### src/rtl/icache_refill.sv
// rtl/icache_refill.sv - icache miss fill engine; optional next-line prefetch under ICACHE_PREFETCH_EN
module icache_refill #(
  parameter int ADDR_W     = 32,
  parameter int FILL_BYTES = 4
) (
  input  logic              clk,
  input  logic              rst,
  input  logic              rdy,
  input  logic              req_i,
  input  logic [ADDR_W-1:0] req_addr_i,
  input  logic              flush_i,
  input  logic              mem_busy_i,
  output logic [ADDR_W-1:0] mem_a_o,
  output logic              mem_rd_o,
  input  logic [7:0]        mem_din_i,
  output logic              cache_we_o,
  output logic [ADDR_W-1:0] cache_waddr_o,
  output logic [7:0]        cache_wdata_o,
  output logic [31:0]       inst_o,
  output logic              inst_valid_o,
  output logic              busy_o
);

  localparam logic [2:0] LAST_ISSUE = 3'(FILL_BYTES);

  typedef enum logic [1:0] {
    IDLE  = 2'd0,
    FETCH = 2'd1
`ifdef ICACHE_PREFETCH_EN
    , PREFETCH = 2'd2
`endif
  } state_t;

  state_t              state_q, state_d;
  logic [ADDR_W-1:0]   base_q, base_d;
  logic [2:0]          issue_cnt_q, issue_cnt_d;
  logic [1:0]          recv_cnt_q, recv_cnt_d;
  logic                data_vld_q, data_vld_d;
  logic                done_q, done_d;
  logic [31:0]         bytes_q, bytes_d;
  logic [ADDR_W-1:0]   mem_a_q, mem_a_d;
  logic                mem_rd_q, mem_rd_d;
  logic                cache_we_q, cache_we_d;
  logic [ADDR_W-1:0]   cache_waddr_q, cache_waddr_d;
  logic [7:0]          cache_wdata_q, cache_wdata_d;
  logic [31:0]         inst_q, inst_d;
  logic                inst_valid_q, inst_valid_d;

  logic                accept;
  logic                start;
  state_t              start_state;
  logic [ADDR_W-1:0]   start_base;
  logic [ADDR_W-1:0]   req_base;

  // Address low bits are masked off so every fill starts on a word boundary.
  assign req_base = req_addr_i & ~ADDR_W'(3);
  assign accept   = req_i && !mem_busy_i && !flush_i;

  // Next-state logic: everything holds while rdy is low; one-cycle strobes clear otherwise.
  always_comb begin
    state_d       = state_q;
    base_d        = base_q;
    issue_cnt_d   = issue_cnt_q;
    recv_cnt_d    = recv_cnt_q;
    data_vld_d    = data_vld_q;
    done_d        = done_q;
    bytes_d       = bytes_q;
    mem_a_d       = mem_a_q;
    mem_rd_d      = mem_rd_q;
    cache_we_d    = cache_we_q;
    cache_waddr_d = cache_waddr_q;
    cache_wdata_d = cache_wdata_q;
    inst_d        = inst_q;
    inst_valid_d  = inst_valid_q;
    start         = 1'b0;
    start_state   = FETCH;
    start_base    = req_base;

    if (rdy) begin
      mem_rd_d     = 1'b0;
      cache_we_d   = 1'b0;
      inst_valid_d = 1'b0;
      data_vld_d   = 1'b0;
      done_d       = 1'b0;

      case (state_q)
        IDLE: begin
          if (accept) begin
            start = 1'b1;
          end
        end
        default: begin
          if (flush_i) begin
            state_d     = IDLE;
            issue_cnt_d = 3'd0;
            recv_cnt_d  = 2'd0;
          end
`ifdef ICACHE_PREFETCH_EN
          else if (state_q == PREFETCH && (req_i || mem_busy_i)) begin
            state_d     = IDLE;
            issue_cnt_d = 3'd0;
            recv_cnt_d  = 2'd0;
            if (accept) begin
              start = 1'b1;
            end
          end
`endif
          else begin
            // Read data returns one cycle after its address was presented.
            data_vld_d = mem_rd_q;
            if (issue_cnt_q < LAST_ISSUE) begin
              mem_a_d     = base_q + ADDR_W'(issue_cnt_q);
              mem_rd_d    = 1'b1;
              issue_cnt_d = issue_cnt_q + 3'd1;
            end
            if (data_vld_q) begin
              cache_we_d    = 1'b1;
              cache_waddr_d = base_q + ADDR_W'(recv_cnt_q);
              cache_wdata_d = mem_din_i;
              bytes_d[{recv_cnt_q, 3'b000} +: 8] = mem_din_i;
              recv_cnt_d    = recv_cnt_q + 2'd1;
              if (recv_cnt_q == 2'd3) begin
                done_d = 1'b1;
                if (state_q == FETCH) begin
                  inst_d       = {mem_din_i, bytes_q[23:0]};
                  inst_valid_d = 1'b1;
                end
              end
            end
            // The cycle carrying the last write is the final busy cycle.
            if (done_q) begin
              state_d     = IDLE;
              issue_cnt_d = 3'd0;
              recv_cnt_d  = 2'd0;
`ifdef ICACHE_PREFETCH_EN
              if (state_q == FETCH && !req_i && !mem_busy_i) begin
                start       = 1'b1;
                start_state = PREFETCH;
                start_base  = base_q + ADDR_W'(4);
              end
`endif
            end
          end
        end
      endcase

      if (start) begin
        state_d     = start_state;
        base_d      = start_base;
        mem_a_d     = start_base;
        mem_rd_d    = 1'b1;
        issue_cnt_d = 3'd1;
        recv_cnt_d  = 2'd0;
        data_vld_d  = 1'b0;
        done_d      = 1'b0;
      end
    end
  end

  // State and output registers, cleared asynchronously by rst.
  always_ff @(posedge clk or posedge rst) begin
    if (rst) begin
      state_q       <= IDLE;
      base_q        <= '0;
      issue_cnt_q   <= 3'd0;
      recv_cnt_q    <= 2'd0;
      data_vld_q    <= 1'b0;
      done_q        <= 1'b0;
      bytes_q       <= 32'd0;
      mem_a_q       <= '0;
      mem_rd_q      <= 1'b0;
      cache_we_q    <= 1'b0;
      cache_waddr_q <= '0;
      cache_wdata_q <= 8'd0;
      inst_q        <= 32'd0;
      inst_valid_q  <= 1'b0;
    end else begin
      state_q       <= state_d;
      base_q        <= base_d;
      issue_cnt_q   <= issue_cnt_d;
      recv_cnt_q    <= recv_cnt_d;
      data_vld_q    <= data_vld_d;
      done_q        <= done_d;
      bytes_q       <= bytes_d;
      mem_a_q       <= mem_a_d;
      mem_rd_q      <= mem_rd_d;
      cache_we_q    <= cache_we_d;
      cache_waddr_q <= cache_waddr_d;
      cache_wdata_q <= cache_wdata_d;
      inst_q        <= inst_d;
      inst_valid_q  <= inst_valid_d;
    end
  end

  // Strobes are masked during a stall so a held event fires once, when rdy returns.
  assign mem_a_o       = mem_a_q;
  assign mem_rd_o      = mem_rd_q & rdy;
  assign cache_we_o    = cache_we_q & rdy;
  assign cache_waddr_o = cache_waddr_q;
  assign cache_wdata_o = cache_wdata_q;
  assign inst_o        = inst_q;
  assign inst_valid_o  = inst_valid_q & rdy;
  assign busy_o        = (state_q == FETCH);

endmodule

### config.mk
export PLATFORM = sky130hd
export DESIGN_NAME = icache_refill
export DESIGN_NICKNAME = d
export VERILOG_FILES = /design/src/rtl/icache_refill.sv
export SDC_FILE = /design/constraint.sdc
export NUM_CORES = 1
export LEC_CHECK = 0
export CAP_MARGIN = 20
export CELL_PAD_IN_SITES_DETAIL_PLACEMENT = 1
export CELL_PAD_IN_SITES_GLOBAL_PLACEMENT = 1
export CORE_AREA = 2 2 141 143
export DETAILED_ROUTE_END_ITERATION = 10
export DIE_AREA = 0 0 143 145
export PLACE_DENSITY = 0.84
export SKIP_LAST_GASP = 1
export SLEW_MARGIN = 30
export SYNTH_ARGS = -nofsm -noshare
export SYNTH_HDL_FRONTEND = slang
export SYNTH_SLANG_ARGS = --single-unit
export TNS_END_PERCENT = 20
### constraint.sdc
create_clock -name clk -period 7.15 [get_ports clk]
set_clock_uncertainty 0.15 [all_clocks]
set_input_delay 1.43 -clock clk [delete_from_list [all_inputs] [get_ports clk]]
set_output_delay 1.43 -clock clk [all_outputs]
set_load 0.1 [all_outputs]
==> impl_metrics.env, run 1 <==
export IMPL_outcome="finished, final reports clean"
export IMPL_worstPathCellList="clkdlybuf4s50_1, and2_1, clkdlybuf4s50_1"
export IMPL_clkTransAtPathRegs_ns=0.06
export IMPL_pwr_share_comb=0.312
export IMPL_synth_main_ff_cell="dfrtp_1"
export IMPL_htreeDepth=4
export IMPL_power_frac_clock=0.311
export IMPL_clockBufferDepth=2
export IMPL_tritoncts="yes"
export IMPL_ys_seq_area_frac=0.5754
export IMPL_synth_nets=805
export IMPL_cts_root_buf="clkbuf_16"
export IMPL_end_kind="primary output"
export IMPL_p_int_mw=1.893
export IMPL_dpl_cell_area_sq_mm=0.009070
export IMPL_power_switching_mw=1.252
export IMPL_timing_fmax_mhz=198.6
export IMPL_hp_class="reg -> reg"
export IMPL_gp_congestion=0.7762
export IMPL_maxCapViolations=0
export IMPL_path_buf_inv=2
export IMPL_arrival_ns=3.46
export IMPL_synthDominantCellAreaShare=0.5754
export IMPL_cts_resized=0
export IMPL_dieArea_sq_mm=0.02074
export IMPL_drt_pass1_iter_count=4
export IMPL_wl_per_cell_um=18.07
export IMPL_grt_pass1_vias=6488
export IMPL_gr_usage_all_layers=0.2135
export IMPL_postRouteAntennaNets=0
export IMPL_critPathKind="in -> out"
export IMPL_die_w_um=143
export IMPL_switching_share=0.3981
export IMPL_drv_slew=0
export IMPL_grt_max_degree=115
export IMPL_critPathSlowestCell="clkdlybuf4s50_1"
export IMPL_ys_warn_count=0
export IMPL_final_area_sq_mm=0.009701
export IMPL_port_buffers=151
export IMPL_clk_latency_ns=0.43
export IMPL_rsz0062_at_grt="false"
export IMPL_tightest_slew_ns=1.036
export IMPL_p_seq_frac=0.378
export IMPL_max_slew_margin_rel=0.3069
export IMPL_area_growth_synth_to_final_pct=31.99
export IMPL_io_pins=154
export IMPL_core_sq_mm=0.01921
export IMPL_hold_violations=0
export IMPL_route_detailed_vias_per_inst=5.049
export IMPL_yosysTopAreaCell="dfrtp_1"
export IMPL_avgSynthCellArea_sq_um=9.799
export IMPL_antenna_found_initial=1
export IMPL_synth_edf_count=0
export IMPL_synth_area_sq_mm=0.007350
export IMPL_p_leak_nw=4.595
export IMPL_yosys_top_cells_area="dfrtp_1 58%, nand2_1 15%, mux2_1 4.9%, o21ai_1 3.0%, xor2_1 3.0%"
export IMPL_clkSinkCount=169
export IMPL_slowest_delay_ns=1.13
export IMPL_setup_viol=0
export IMPL_cts_setup_buffers=0
export IMPL_dp_hpwl_um=13680
export IMPL_cts_buffers=17
export IMPL_synthCells=750
export IMPL_diodes=0
export IMPL_period_share=0.7043
export IMPL_vias=5877
export IMPL_grt_pass1_wl_um=34360
export IMPL_chipHeight_um=145
export IMPL_peakVddDrop_mv=0.2218
export IMPL_cp_common_cell="clkdlybuf4s50_1"
export IMPL_start_util=0.3826
export IMPL_critPathTopFamily="buffers and inverters"
export IMPL_routed_wl_um=21030
export IMPL_fin_crit_ns=5.036
export IMPL_synth_distinct_cells=42
export IMPL_p_per_area_mw_per_mm2=324.2
export IMPL_crit_path_max_fanout=13
export IMPL_startpoint_type="input port"
export IMPL_setup_tns_ns=0
export IMPL_hold_buffers=0
export IMPL_cp_required_ns=5.57
export IMPL_synthArstFlopShare=1.000
export IMPL_core_rowCount=51
export IMPL_drt_drc_violations_left=0
export IMPL_fin_nets=941
export IMPL_dr_first_iter_drc_count=263
export IMPL_final_layout_size_suffix_gt1_frac=0.06452
export IMPL_grt_overflow=0
export IMPL_ys_ff_latch=169
## area by class of cell
cell class | count | area [sq um]
clock buffers | 22 | 484.2
clock inverters | 10 | 141.4
fillers | 2140 | 9507
inverters | 11 | 48.80
multi-input cells | 532 | 2939
flip-flops and latches | 169 | 4229
well taps | 265 | 331.6
repair buffers | 155 | 1526
## worst register-to-register path: stages (launching register included)
cell and delay, ns:
dfrtp_1 0.62, and3_2 0.89, nand2_2 0.72, mux2_1 0.58
## path summary, 6_finish.rpt
kind	from	to	slack, ns	cells past startpoint
min in group asynchronous	rst	inst_o[6]	1.41	2
setup / recovery	rdy	mem_rd_o	2.11	3
setup reg to reg	state_q[0]	inst_o[14]	4.07	3
max in group asynchronous	rst	cache_waddr_o[30]	4.13	3
hold / removal	cache_waddr_o[30]	cache_waddr_o[30]	0.32	2
hold reg to reg	cache_waddr_o[30]	cache_waddr_o[30]	0.32	2
## kinds of logic after synthesis
logic type | share of synthesized area
simple gates | 0.2137
flops | 0.5754
compound gates | 0.07303
buf+inv | 0.03047
mux | 0.05993
xor+xnor | 0.03218
fa+ha+maj | 0.01532
## synthesized netlist by cell type (2+ instances only)
cell type,instances
nand2_1,292
dfrtp_1,169
o21ai_1,44
mux2_1,32
xor2_1,25
buf_2,17
o21ai_0,15
nand3_1,14
a22oi_1,13
clkbuf_1,13
nand4_1,12
inv_1,10
ha_1,9
and2_1,8
mux2i_1,8
and4_1,7
nor2_1,7
a21oi_1,6
and3_1,6
o211ai_1,5
buf_1,4
nor3b_1,4
o21ai_2,4
buf_4,3
nand2b_1,2
nor2b_1,2
nor3_1,2
o31ai_1,2
xnor2_1,2
## power by group through the flow
stage          clock network, mW  registers [mW]  logic [mW]
6_report                   0.978            1.19       0.980
2_1_floorplan                  0            1.71       0.194
5_1_grt                     1.03            1.21        1.03
3_3_place_gp                   0            1.20       0.970
3_5_place_dp                   0            1.20       0.985
4_1_cts                    0.991            1.19       0.990
## layer usage
layer	global-route usage	routed length, um	vias to the layer above
li1	-	-	2741
met1	0.2610	8996	2956
met2	0.3634	10440	148
met3	0.06007	1198	32
met4	0.06683	395	0
met5	0	0	-
## through the flow
step,instances,power [mW],hold WS (ns),utilization,setup WS [ns]
floorplan,750,1.909,0.2928,-,0.9949
global placement,1132,2.166,0.3045,0.4718,2.123
detailed placement,1132,2.185,0.3150,0.4722,2.091
CTS,1164,3.169,0.3314,0.5048,2.092
global route,1164,3.264,0.3493,0.5050,2.020
finish,1164,3.145,0.3219,0.5050,2.114
## sequential cells by signal (all words and copies together) (netlist names), 2 cells and up
signal,flops
issue_cnt_q,3
cache_waddr_o,32
recv_cnt_q,2
bytes_q,24
base_q,30
mem_a_o,32
inst_o,32
cache_wdata_o,8
## placed cells by master, fill, tap and decap left out, types with 3 or more instances in the layout
cell / instances
nor3b_2: 4
nand4_1: 12
o21ai_1: 43
clkdlybuf4s50_1: 148
bufinv_16: 3
mux2_1: 32
a21oi_1: 6
o21ai_2: 4
a22oi_1: 13
inv_1: 9
and4_1: 7
nor2_1: 7
o21ai_0: 15
clkbuf_8: 4
xor2_1: 25
o211ai_1: 5
buf_4: 4
and2_1: 8
clkinvlp_4: 5
nand2_1: 292
nand3_1: 13
dfrtp_1: 169
mux2i_1: 8
and3_1: 5
ha_1: 9
clkbuf_16: 17
buf_2: 3
Note: power is estimated with default switching activity, not from simulation.
==> run 2, diff against run 1 <==
clock period = 4.8 ns   (was 7.15 ns; I/O delays follow)
==> impl_metrics.env, run 2 (synthesis results as in run 1) <==
export IMPL_route_detailed_vias_per_inst=5.035
export IMPL_maxCapViolations=0
export IMPL_end_kind="flop"
export IMPL_clk_latency_ns=0.43
export IMPL_routed_wl_um=21060
export IMPL_clockBufferDepth=2
export IMPL_cts_resized=0
export IMPL_setup_tns_ns=0
export IMPL_antenna_found_initial=0
export IMPL_gr_usage_all_layers=0.2121
export IMPL_gp_congestion=0.7867
export IMPL_timing_fmax_mhz=286.1
export IMPL_hold_violations=0
export IMPL_area_growth_synth_to_final_pct=32.07
export IMPL_arrival_ns=3.65
export IMPL_p_leak_nw=4.630
export IMPL_setup_viol=0
export IMPL_cts_setup_buffers=0
export IMPL_io_pins=154
export IMPL_clkSinkCount=169
export IMPL_core_sq_mm=0.01921
export IMPL_crit_path_start="rdy"
export IMPL_dieArea_sq_mm=0.02074
export IMPL_worst_r2r_setup_slack_ns=2.07
export IMPL_drv_slew=0
export IMPL_regToRegStartpoint="state_q[0]"
export IMPL_die_w_um=143
export IMPL_dp_hpwl_um=14000
export IMPL_wl_per_cell_um=18.02
export IMPL_grt_max_degree=170
export IMPL_diodes=0
export IMPL_min_to="cache_waddr_o[23]"
export IMPL_final_core_util=0.5054
export IMPL_rsz0062_at_grt="false"
export IMPL_fin_crit_ns=3.495
export IMPL_outcome="finished, final reports clean"
export IMPL_regArea_sq_mm=0.004229
export IMPL_grt_pass1_vias=6379
export IMPL_rr_endpoint="inst_o[9]"
export IMPL_chipHeight_um=145
export IMPL_nFillCells=2143
export IMPL_dr_first_iter_drc_count=239
export IMPL_hold_buffers=0
export IMPL_htreeDepth=4
export IMPL_layout_common_cells="292 x nand2_1, 169 x dfrtp_1, 143 x clkdlybuf4s50_1"
export IMPL_p_per_area_mw_per_mm2=477.1
export IMPL_layout_commonest_cell="nand2_1"
export IMPL_drt_pass1_iter_count=4
export IMPL_critPathKind="in -> reg"
export IMPL_grt_pass1_wl_um=34290
export IMPL_max_slew_margin_rel=0.3184
export IMPL_cts_root_buf="clkbuf_16"
export IMPL_hp_class="reg -> reg"
export IMPL_grt_overflow=0
export IMPL_cts_buffers=17
export IMPL_startpoint_type="input port"
export IMPL_period_share=0.7281
export IMPL_tritoncts="yes"
export IMPL_crit_path_max_fanout=34
export IMPL_holdPathStages=2
export IMPL_critPathSlowestCell="nand2_2"
export IMPL_fin_nets=946
export IMPL_drt_drc_violations_left=0
export IMPL_peakVddDrop_mv=0.2698
export IMPL_clkTransAtPathRegs_ns=0.07
export IMPL_multi_input_area_sq_mm=0.002932
export IMPL_core_rowCount=51
export IMPL_worstPathCellList="clkdlybuf4s50_1, buf_4, nor2b_4, and3_2, nand2_2, mux2_1"
export IMPL_cp_required_ns=4.95
export IMPL_port_buffers=151
export IMPL_slowest_delay_ns=0.64
export IMPL_postRouteAntennaNets=0
export IMPL_ff2ff_path_depth=3
export IMPL_start_util=0.3826
export IMPL_min_from="cache_waddr_o[23]"
export IMPL_final_layout_size_suffix_gt1_frac=0.07412
export IMPL_vias=5886
export IMPL_tightest_slew_ns=1.019
==> run 2: cell types whose count changed in the layout (fill, tap and decap cells not counted), sizes merged <==
cell           before  now
clkinvlp            5    3
bufinv              3    2
inv                11   12
clkdlybuf4s50     148  143
buf                 7   17
clkinv              2    4
==> run 2: per-layer routing <==
metal	share of wire	GRT usage	vias up
met5	0	0	-
met4	0.014	0.06040	0
met2	0.51	0.3701	128
met3	0.048	0.05083	23
met1	0.43	0.2592	2988
li1	-	-	2747
==> run 2: how the worst max path moves through the flow <==
stage | end | slack, ns | cells past startpoint
floorplan | base_q[10] | 1.54 | 1
global placement | inst_o[23] | 0.91 | 6
detailed placement | inst_o[28] | 0.83 | 6
CTS | inst_o[9] | 1.29 | 6
global route | inst_o[9] | 1.06 | 6
finish | inst_o[9] | 1.31 | 6
==> run 2: layout make-up <==
cell class              instances  area share
clock buffers                  22     0.04885
clock inverters                10     0.01199
inverters                      11    0.004640
multi-input cells             532      0.3020
flip-flops and latches        169      0.4357
well taps                     265     0.03416
repair buffers                160      0.1627
==> run 2: power by group <==
part / total (mW) / switching [mW] / internal, mW
clock network: 1.40 / 0.587 / 0.810
logic: 1.47 / 1.12 / 0.348
registers: 1.76 / 0.165 / 1.60
total: 4.63 / 1.87 / 2.76
==> run 2: critical path, delay by kind of cell <==
family,cells,cell delay [ns]
buf+inv,2,0.62
mux,1,0.54
simple gates,3,1.50
==> run 2: stage by stage <==
step	worst slack, ns	hold slack [ns]	instance area, sq um	cells	power, mW
floorplan	1.535	0.2928	7353	750	2.844
global placement	0.9123	0.3032	9096	1136	3.229
detailed placement	0.8323	0.3117	9099	1136	3.261
CTS	1.287	0.3352	9689	1168	4.672
global route	1.058	0.3500	9707	1169	4.812
finish	1.305	0.3284	9707	1169	4.631
==> run 3, diff against run 2 <==
CORE_AREA = 2 2 148 150   (was 2 2 141 143)
DIE_AREA = 0 0 150 152   (was 0 0 143 145)
PLACE_DENSITY = 0.8   (was 0.84)
clock period = 3.1 ns   (was 4.8 ns; I/O delays follow)
==> impl_metrics.env, run 3 (synthesis results as in run 1) <==
export IMPL_clockBufferDepth=2
export IMPL_routed_wl_um=20910
export IMPL_start_util=0.3442
export IMPL_gp_congestion=0.7669
export IMPL_p_leak_nw=4.876
export IMPL_critPathSlowestCell="clkdlybuf4s50_1"
export IMPL_fin_nets=954
export IMPL_setup_viol=0
export IMPL_dr_first_iter_drc_count=227
export IMPL_tightest_slew_ns=0.6523
export IMPL_grt_pass1_wl_um=33890
export IMPL_setup_tns_ns=0
export IMPL_ff2ff_path_depth=7
export IMPL_p_total_mw=7.128
export IMPL_postRouteAntennaNets=0
export IMPL_clkSinkCount=169
export IMPL_outcome="finished, final reports clean"
export IMPL_grt_pass1_vias=6166
export IMPL_regToRegStartpoint="issue_cnt_q[2]"
export IMPL_io_pins=154
export IMPL_layout_common_cells="292 x nand2_1, 169 x dfrtp_1, 117 x buf_4"
export IMPL_dpl_cell_area_sq_mm=0.009007
export IMPL_die_w_um=150
export IMPL_period_share=0.7980
export IMPL_diodes=0
export IMPL_rsz0062_at_grt="false"
export IMPL_crit_path_max_fanout=12
export IMPL_dp_hpwl_um=14250
export IMPL_cts_setup_buffers=0
export IMPL_critPathKind="in -> out"
export IMPL_p_per_area_mw_per_mm2=742.8
export IMPL_holdPathStages=2
export IMPL_end_kind="primary output"
export IMPL_startpoint_type="input port"
export IMPL_slowest_delay_ns=0.51
export IMPL_final_area_sq_mm=0.009597
export IMPL_cts_root_buf="clkbuf_16"
export IMPL_tritoncts="yes"
export IMPL_core_sq_mm=0.02135
export IMPL_cts_resized=0
export IMPL_min_to="cache_waddr_o[25]"
export IMPL_core_rowCount=54
export IMPL_grt_max_degree=106
export IMPL_chipHeight_um=152
export IMPL_cts_buffers=17
export IMPL_clk_latency_ns=0.44
export IMPL_vias=5864
export IMPL_clkTransAtPathRegs_ns=0.07
export IMPL_path_buf_inv=3
export IMPL_final_layout_size_suffix_gt1_frac=0.1897
export IMPL_area_growth_synth_to_final_pct=30.58
export IMPL_fin_crit_ns=2.474
export IMPL_drv_slew=0
export IMPL_min_from="cache_waddr_o[25]"
export IMPL_antenna_found_initial=0
export IMPL_drt_drc_violations_left=0
export IMPL_worst_r2r_setup_slack_ns=0.77
export IMPL_rr_endpoint="mem_a_o[16]"
export IMPL_cp_required_ns=2.33
export IMPL_gr_usage_all_layers=0.1911
export IMPL_wl_per_cell_um=17.54
export IMPL_layout_commonest_cell="nand2_1"
export IMPL_crit_path_start="rdy"
export IMPL_htreeDepth=4
export IMPL_drt_pass1_iter_count=4
export IMPL_maxCapViolations=0
export IMPL_route_detailed_vias_per_inst=4.919
export IMPL_hold_buffers=0
export IMPL_worstPathCellList="clkdlybuf4s50_1, buf_4, and2_1, buf_12"
export IMPL_peakVddDrop_mv=0.5524
export IMPL_critPathTopFamily="buffers and inverters"
export IMPL_port_buffers=151
export IMPL_arrival_ns=1.70
export IMPL_hp_class="reg -> reg"
export IMPL_timing_fmax_mhz=404.2
export IMPL_dieArea_sq_mm=0.02280
export IMPL_hold_violations=0
export IMPL_grt_overflow=0
export IMPL_max_slew_margin_rel=0.5637
run 3: cell count changes in the layout (fill, tap and decap cells not counted), sizes merged:
cell / delta
buf: +108
clkdlybuf4s50: -100
clkbuf: -5
inv: +4
clkinv: +2
clkinvlp: -1
run 3: worst reg2reg max path: stages (launching register included):
cell and delay, ns:
dfrtp_1 0.49, ha_1 0.27, ha_1 0.17, nand3_1 0.19
nor2_2 0.45, nand3_1 0.16, xor2_1 0.18, o211ai_1 0.19
run 3: metal layers:
metal	global-route usage	up-vias	wire (um)
met5	0	-	0
met4	0.05705	0	355
met3	0.05195	25	1125
met2	0.3138	133	10110
met1	0.2467	2935	9323
li1	-	2771	-
run 3: final cells by class:
class | count | area (sq um)
Sequential cell | 169 | 4229
Tap cell | 280 | 350.3
Multi-Input combinational cell | 532 | 2914
Fill cell | 2444 | 11750
Inverter | 11 | 45.04
Clock inverter | 15 | 163.9
Timing Repair Buffer | 168 | 1469
Clock buffer | 17 | 425.4
run 3: worst max path at each step:
stage                             end  slack (ns)  cells after the start
final                      cache_we_o        0.63                      4
after global routing      bytes_q[13]        0.53                      7
after CTS                  cache_we_o        0.60                      4
after detailed placement  bytes_q[13]        0.29                      7
after global placement    bytes_q[13]        0.38                      7
after floorplan            base_q[10]        0.18                      1
run 3: through the flow:
step           hold slack [ns]  cells  utilization  worst slack (ns)
2_1_floorplan           0.2928    750            -            0.1753
3_3_place_gp            0.3059   1160       0.4219            0.3762
3_5_place_dp            0.3136   1160       0.4219            0.2868
4_1_cts                 0.3360   1192       0.4495            0.6004
5_1_grt                 0.3580   1192       0.4495            0.5319
6_report                0.3325   1192       0.4495            0.6262
run 3: report_power, final:
part           internal (mW)  switching, mW
Combinational          0.499           1.72
Clock                   1.20          0.964
Sequential              2.47          0.266
Total                   4.18           2.95
